==> src/rtl/counter_pkg.sv <==
// Shared definitions for the down_counter timer block.
//   state_t        : FSM state encoding (IDLE, RUN, HOLD, EXPIRED)
//   DEF_WIDTH      : default width of the count and load values
//   DEF_STEP_W     : default width of the decrement step input
package counter_pkg;

    typedef enum logic [1:0] {
        ST_IDLE    = 2'd0,
        ST_RUN     = 2'd1,
        ST_HOLD    = 2'd2,
        ST_EXPIRED = 2'd3
    } state_t;

    localparam int unsigned DEF_WIDTH  = 32;
    localparam int unsigned DEF_STEP_W = 8;

endpackage

==> src/rtl/sat_sub.sv <==
// Combinational saturating subtract.
//   a    : minuend
//   b    : subtrahend
//   diff : max(a - b, 0)
//   hit  : 1 when a <= b, meaning the subtraction reached or would pass zero
module sat_sub #(
    parameter int unsigned WIDTH = 32
) (
    input  logic [WIDTH-1:0] a,
    input  logic [WIDTH-1:0] b,
    output logic [WIDTH-1:0] diff,
    output logic             hit
);

    always_comb begin
        hit  = (a <= b);
        diff = hit ? '0 : (a - b);
    end

endmodule

==> src/rtl/down_counter.sv <==
// Programmable count-down timer. A start value is loaded, then decremented by a
// programmable step on every enabled cycle. A one-cycle done pulse marks expiry;
// with auto-reload the start value is restored and counting continues.
//   clk        : clock, rising edge
//   reset      : synchronous, active-high
//   load_valid : start-value offer
//   load_ready : load can be accepted (IDLE or EXPIRED)
//   load_val   : start value, captured on load_valid & load_ready
//   auto_rld   : captured with the load; 1 = reload at each expiry
//   x1         : decrement step, 0 behaves as 1
//   en         : count enable; low while running parks the counter in HOLD
//   abort      : leave RUN/HOLD for IDLE keeping the current result
//   result     : current count value
//   busy       : counter is in RUN or HOLD
//   done       : one-cycle pulse when the count reaches zero
module down_counter
    import counter_pkg::*;
#(
    parameter int unsigned WIDTH  = DEF_WIDTH,
    parameter int unsigned STEP_W = DEF_STEP_W
) (
    input  logic              clk,
    input  logic              reset,
    input  logic              load_valid,
    output logic              load_ready,
    input  logic [WIDTH-1:0]  load_val,
    input  logic              auto_rld,
    input  logic [STEP_W-1:0] x1,
    input  logic              en,
    input  logic              abort,
    output logic [WIDTH-1:0]  result,
    output logic              busy,
    output logic              done
);

    state_t           state;
    logic [WIDTH-1:0] reload_val;
    logic             rld;

    logic [WIDTH-1:0] eff_step;
    logic [WIDTH-1:0] sub_diff;
    logic             sub_hit;

    // A zero step would stall the timer forever, so it counts as a step of one.
    always_comb begin
        eff_step = (x1 == '0) ? WIDTH'(1) : WIDTH'(x1);
    end

    sat_sub #(
        .WIDTH (WIDTH)
    ) u_sat_sub (
        .a    (result),
        .b    (eff_step),
        .diff (sub_diff),
        .hit  (sub_hit)
    );

    assign load_ready = (state == ST_IDLE) || (state == ST_EXPIRED);
    assign busy       = (state == ST_RUN)  || (state == ST_HOLD);

    always_ff @(posedge clk) begin
        if (reset) begin
            state      <= ST_IDLE;
            result     <= '0;
            reload_val <= '0;
            rld        <= 1'b0;
            done       <= 1'b0;
        end else begin
            done <= 1'b0;
            if (abort) begin
                // Abort outranks a load even in IDLE/EXPIRED; there it is a no-op.
                if (state == ST_RUN || state == ST_HOLD) begin
                    state <= ST_IDLE;
                end
            end else begin
                case (state)
                    ST_IDLE, ST_EXPIRED: begin
                        if (load_valid) begin
                            result     <= load_val;
                            reload_val <= load_val;
                            rld        <= auto_rld;
                            if (load_val != '0) begin
                                state <= ST_RUN;
                            end else begin
                                // A zero start value expires immediately.
                                state <= ST_EXPIRED;
                                done  <= 1'b1;
                            end
                        end
                    end
                    ST_RUN: begin
                        if (!en) begin
                            state <= ST_HOLD;
                        end else if (sub_hit) begin
                            done <= 1'b1;
                            if (rld) begin
                                result <= reload_val;
                            end else begin
                                result <= '0;
                                state  <= ST_EXPIRED;
                            end
                        end else begin
                            result <= sub_diff;
                        end
                    end
                    ST_HOLD: begin
                        // Resume only; the first decrement happens next cycle.
                        if (en) begin
                            state <= ST_RUN;
                        end
                    end
                    default: begin
                        state <= ST_IDLE;
                    end
                endcase
            end
        end
    end

endmodule
==> config.mk <==
export PLATFORM = sky130hd
export DESIGN_NAME = down_counter
export DESIGN_NICKNAME = d
export VERILOG_FILES = /design/src/rtl/counter_pkg.sv /design/src/rtl/sat_sub.sv /design/src/rtl/down_counter.sv
export SDC_FILE = /design/constraint.sdc
export NUM_CORES = 1
export LEC_CHECK = 0
export BUFFER_PORTS_ARGS = -buffer_cell sky130_fd_sc_hd__buf_2
export CAP_MARGIN = 10
export CORE_MARGIN = 2
export CORE_UTILIZATION = 60
export CTS_CLUSTER_DIAMETER = 30
export CTS_CLUSTER_SIZE = 14
export DETAILED_ROUTE_END_ITERATION = 6
export PLACE_DENSITY = 0.85
export SETUP_SLACK_MARGIN = 0.15
export SYNTH_ARGS = -nofsm -noshare
export SYNTH_HDL_FRONTEND = slang
export SYNTH_SLANG_ARGS = --single-unit
==> constraint.sdc <==
create_clock -name clk -period 7.55 [get_ports clk]
set_clock_uncertainty 0.1 [all_clocks]
set_input_delay 1.51 -clock clk [delete_from_list [all_inputs] [get_ports clk]]
set_output_delay 1.51 -clock clk [all_outputs]
set_load 0.01 [all_outputs]
==> flow_summary.toml <==
[worst_setup_path]
crit_path_end_kind = "flop"
crit_arrival_ns = 5.56
cp-start-kind = "input pin"
crit_fanout = 20
critPathMaxStageDelay_ns = 1.05
worstPathCellList = "buf_2, nor4_1, a41o_1, ha_1, inv_1, fa_1, a211oi_1, nor3_1, o21bai_1, nand4_1, a21oi_1, a2111oi_2"
worstSetupPathType = "in -> reg"
crit_family = "compound AO/OA/AOI/OAI gates"
worst-path-buf-inv = 2
cpMaxStageDelayCell = "nand4_1"
worstPathRequired_ns = 7.66

[layout]
num-fill-cells = 586
design_area_sq_um = 4891
syn2layout_area_growth_pct = 13.17
num-nets-final = 666
n_antenna_cell = 0
drive_above_1_share_pct = 22.15

[place]
place_area_sq_um = 4679
dp_hpwl_mm = 8.415
gp_congestion = 0.9238
portBuffers = 80

[logic_synthesis]
synth_top_area_share_pct = 31.50
synth_warnings = 0
ys_seq_area_share_pct = 31.50
syn_nets = 608
synth_top_flop_cell = "dfxtp_1"
async_flop_share_pct = 0
ys_ff_latch = 68
synth-edff-count = 0
avgSynthCellArea_sq_um = 7.843
yosys.area.top_type = "dfxtp_1"
synth.area.top_cells = "dfxtp_1 31%, a21oi_1 7.5%, nand2_1 6.9%, xnor2_1 3.9%, or3_1 3.8%"
netlist_area_sq_um = 4322
ys_types = 67
syn_inst = 551

[pwr]
p_leak_nw = 1.913
power_density_nw_per_um2 = 207.0
irDropWorstVdd_mv = 0.1165
power_w = 0.001012

[sta]
final.period_utilization_pct = 72.26
worstMarginPinSlew_ns = 1.090
hold_viol = 0
setup_violations = 0
rsz0062_at_grt = "false"
finalMaxSlewViolations = 0
tns_ns = 0
period_needed_ns = 5.456
slew_headroom_pct = 27.11
max_freq_mhz = 183.3
holdWs_ns = 0.3571

[hold_path]
hp-class = "reg -> reg"

[floorplan]
ios = 81
core_area_sq_um = 6869
die_area_sq_um = 7898
die_y_um = 88.87
die_w_um = 88.87
start_util_pct = 62.91
num_rows = 30

[clocking]
clockBufferDepth = 2
clkSlewWorstSetupHoldPaths_ns = 0.08
cts_root_buf = "clkbuf_8"
cts_inserted_buffers = 9
cts_tree = "built"
ctsResizeCount = 0
cts_setup_buffers = 0
ctsHoldBuffers = 0
h-tree-depth = 3
clk_latency_ns = 0.35
clock_sinks = 68

[detailed_routing]
drc_errors = 0
vias = 4574
avgViaCountPerCell = 6.442
wirelength_mm = 12.71
drtAntennaViolNets = 0
wl_per_cell_um = 17.90
dr.pass1.iters = 5
drt_iter0_drc = 495

[global_routing]
grt_overflow = 0
grt_util_all_layers_pct = 32.57
grt_max_degree = 76
grt_pass1_wl_mm = 20.13
grt_pass1_vias = 4226
antenna_found_initial = 0

[job]
cap_violations = 0

[status]
outcome = "completed"
-- report_power, final --
group | leakage, nW | internal (W) | switching, W
Combinational | 1.26 | 0.000112 | 0.000169
Clock | 0.0938 | 0.000170 | 0.000147
Sequential | 0.557 | 0.000384 | 0.0000299
-- cell type report --
class	count	area, sq um	area share (%)
Inverter	19	71.32	1.458
Timing Repair Buffer	88	460.4	9.414
Sequential cell	68	1361	27.83
Clock buffer	11	151.4	3.095
Clock inverter	5	60.06	1.228
Multi-Input combinational cell	423	2666	54.52
Tap cell	96	120.1	2.456
-- worst paths after layout --
kind	slack [ns]	to	start	depth (start not counted)
setup / recovery	2.09	result[29]	x1[2]	12
setup reg to reg	3.41	result[29]	result[0]	10
hold reg to reg	0.36	rld	rld	2
hold / removal	0.36	rld	rld	2
-- synthesized netlist by cell type, drive strengths merged, types with 4 or more instances --
cell type and instances:
a31oi 7, xnor2 19, nand2 80, nor2 39
a2111oi 8, ha 10, nor4 23, a21oi 65
inv 19, clkbuf 29, or2 4, o32ai 7
nand4 8, xor2 4, or3 27, dfxtp 68
o21a 4, a211oi 18, nor3 30, nand3 5
o21ai 16, buf 11, nand2b 6
-- state kept, by name, indices dropped and copies added, names as in the netlist --
name	count
rld	1
done	1
result	32
reload_val	32
state	2
-- cell usage in the layout (no fill, tap or decap), types with 2 or more instances in the layout --
cell / count
a2111oi_2: 8
a211oi_1: 18
a21o_1: 3
a21oi_1: 64
a311o_1: 2
a311oi_1: 3
a31oi_1: 7
a32oi_1: 2
a41o_1: 2
and3_1: 3
buf_2: 80
buf_4: 8
clkbuf_8: 11
clkinvlp_4: 4
dfxtp_1: 68
ha_1: 10
inv_1: 19
nand2_1: 79
nand2b_1: 6
nand3_1: 5
nand3b_1: 2
nand4_1: 8
nor2_1: 37
nor3_1: 27
nor3_2: 3
nor4_1: 18
nor4_4: 4
o21a_1: 4
o21ai_0: 15
o21bai_1: 2
o32ai_1: 6
o41ai_1: 2
or2_2: 4
or3_1: 26
or4_1: 2
xnor2_1: 19
xor2_1: 4
-- through the flow --
| stage | instances | util [%] | worst slack (ns) |
|---|---|---|---|
| final | 710 | 71.20 | 2.094 |
| after floorplan | 551 | - | 3.291 |
| after global placement | 694 | 68.12 | 1.923 |
| after global routing | 710 | 71.20 | 1.805 |
| after detailed placement | 694 | 68.12 | 1.848 |
| after CTS | 710 | 71.20 | 2.185 |
-- cell families after synthesis --
| kind of cell | share of synthesized area (%) |
|---|---|
| buf+inv | 6.948 |
| compound gates | 25.16 |
| fa+ha+maj | 3.358 |
| xor+xnor | 4.661 |
| mux | 0.2316 |
| simple gates | 28.14 |
| flops | 31.50 |
-- per-layer routing --
| metal | routed length (um) | part of all wire (%) | vias to the layer above | track usage, % |
|---|---|---|---|---|
| li1 | - | - | 2143 | - |
| met1 | 5192 | 41 | 2107 | 42.67 |
| met2 | 5911 | 47 | 297 | 52.24 |
| met3 | 1364 | 11 | 27 | 6.716 |
| met4 | 240 | 1.9 | 0 | 13.50 |
| met5 | 0 | 0 | - | 0 |
-- worst reg2reg max path, cell delays in order, from the launching register on --
cell and delay, ns:
dfxtp_1 0.32, inv_1 0.09, ha_1 0.18, inv_1 0.06
fa_1 0.39, a211oi_1 0.35, nor3_1 0.17, o21bai_1 0.67
nand4_1 1.05, a21oi_1 0.53, a2111oi_2 0.08
Note: power is estimated with default switching activity, not from simulation.
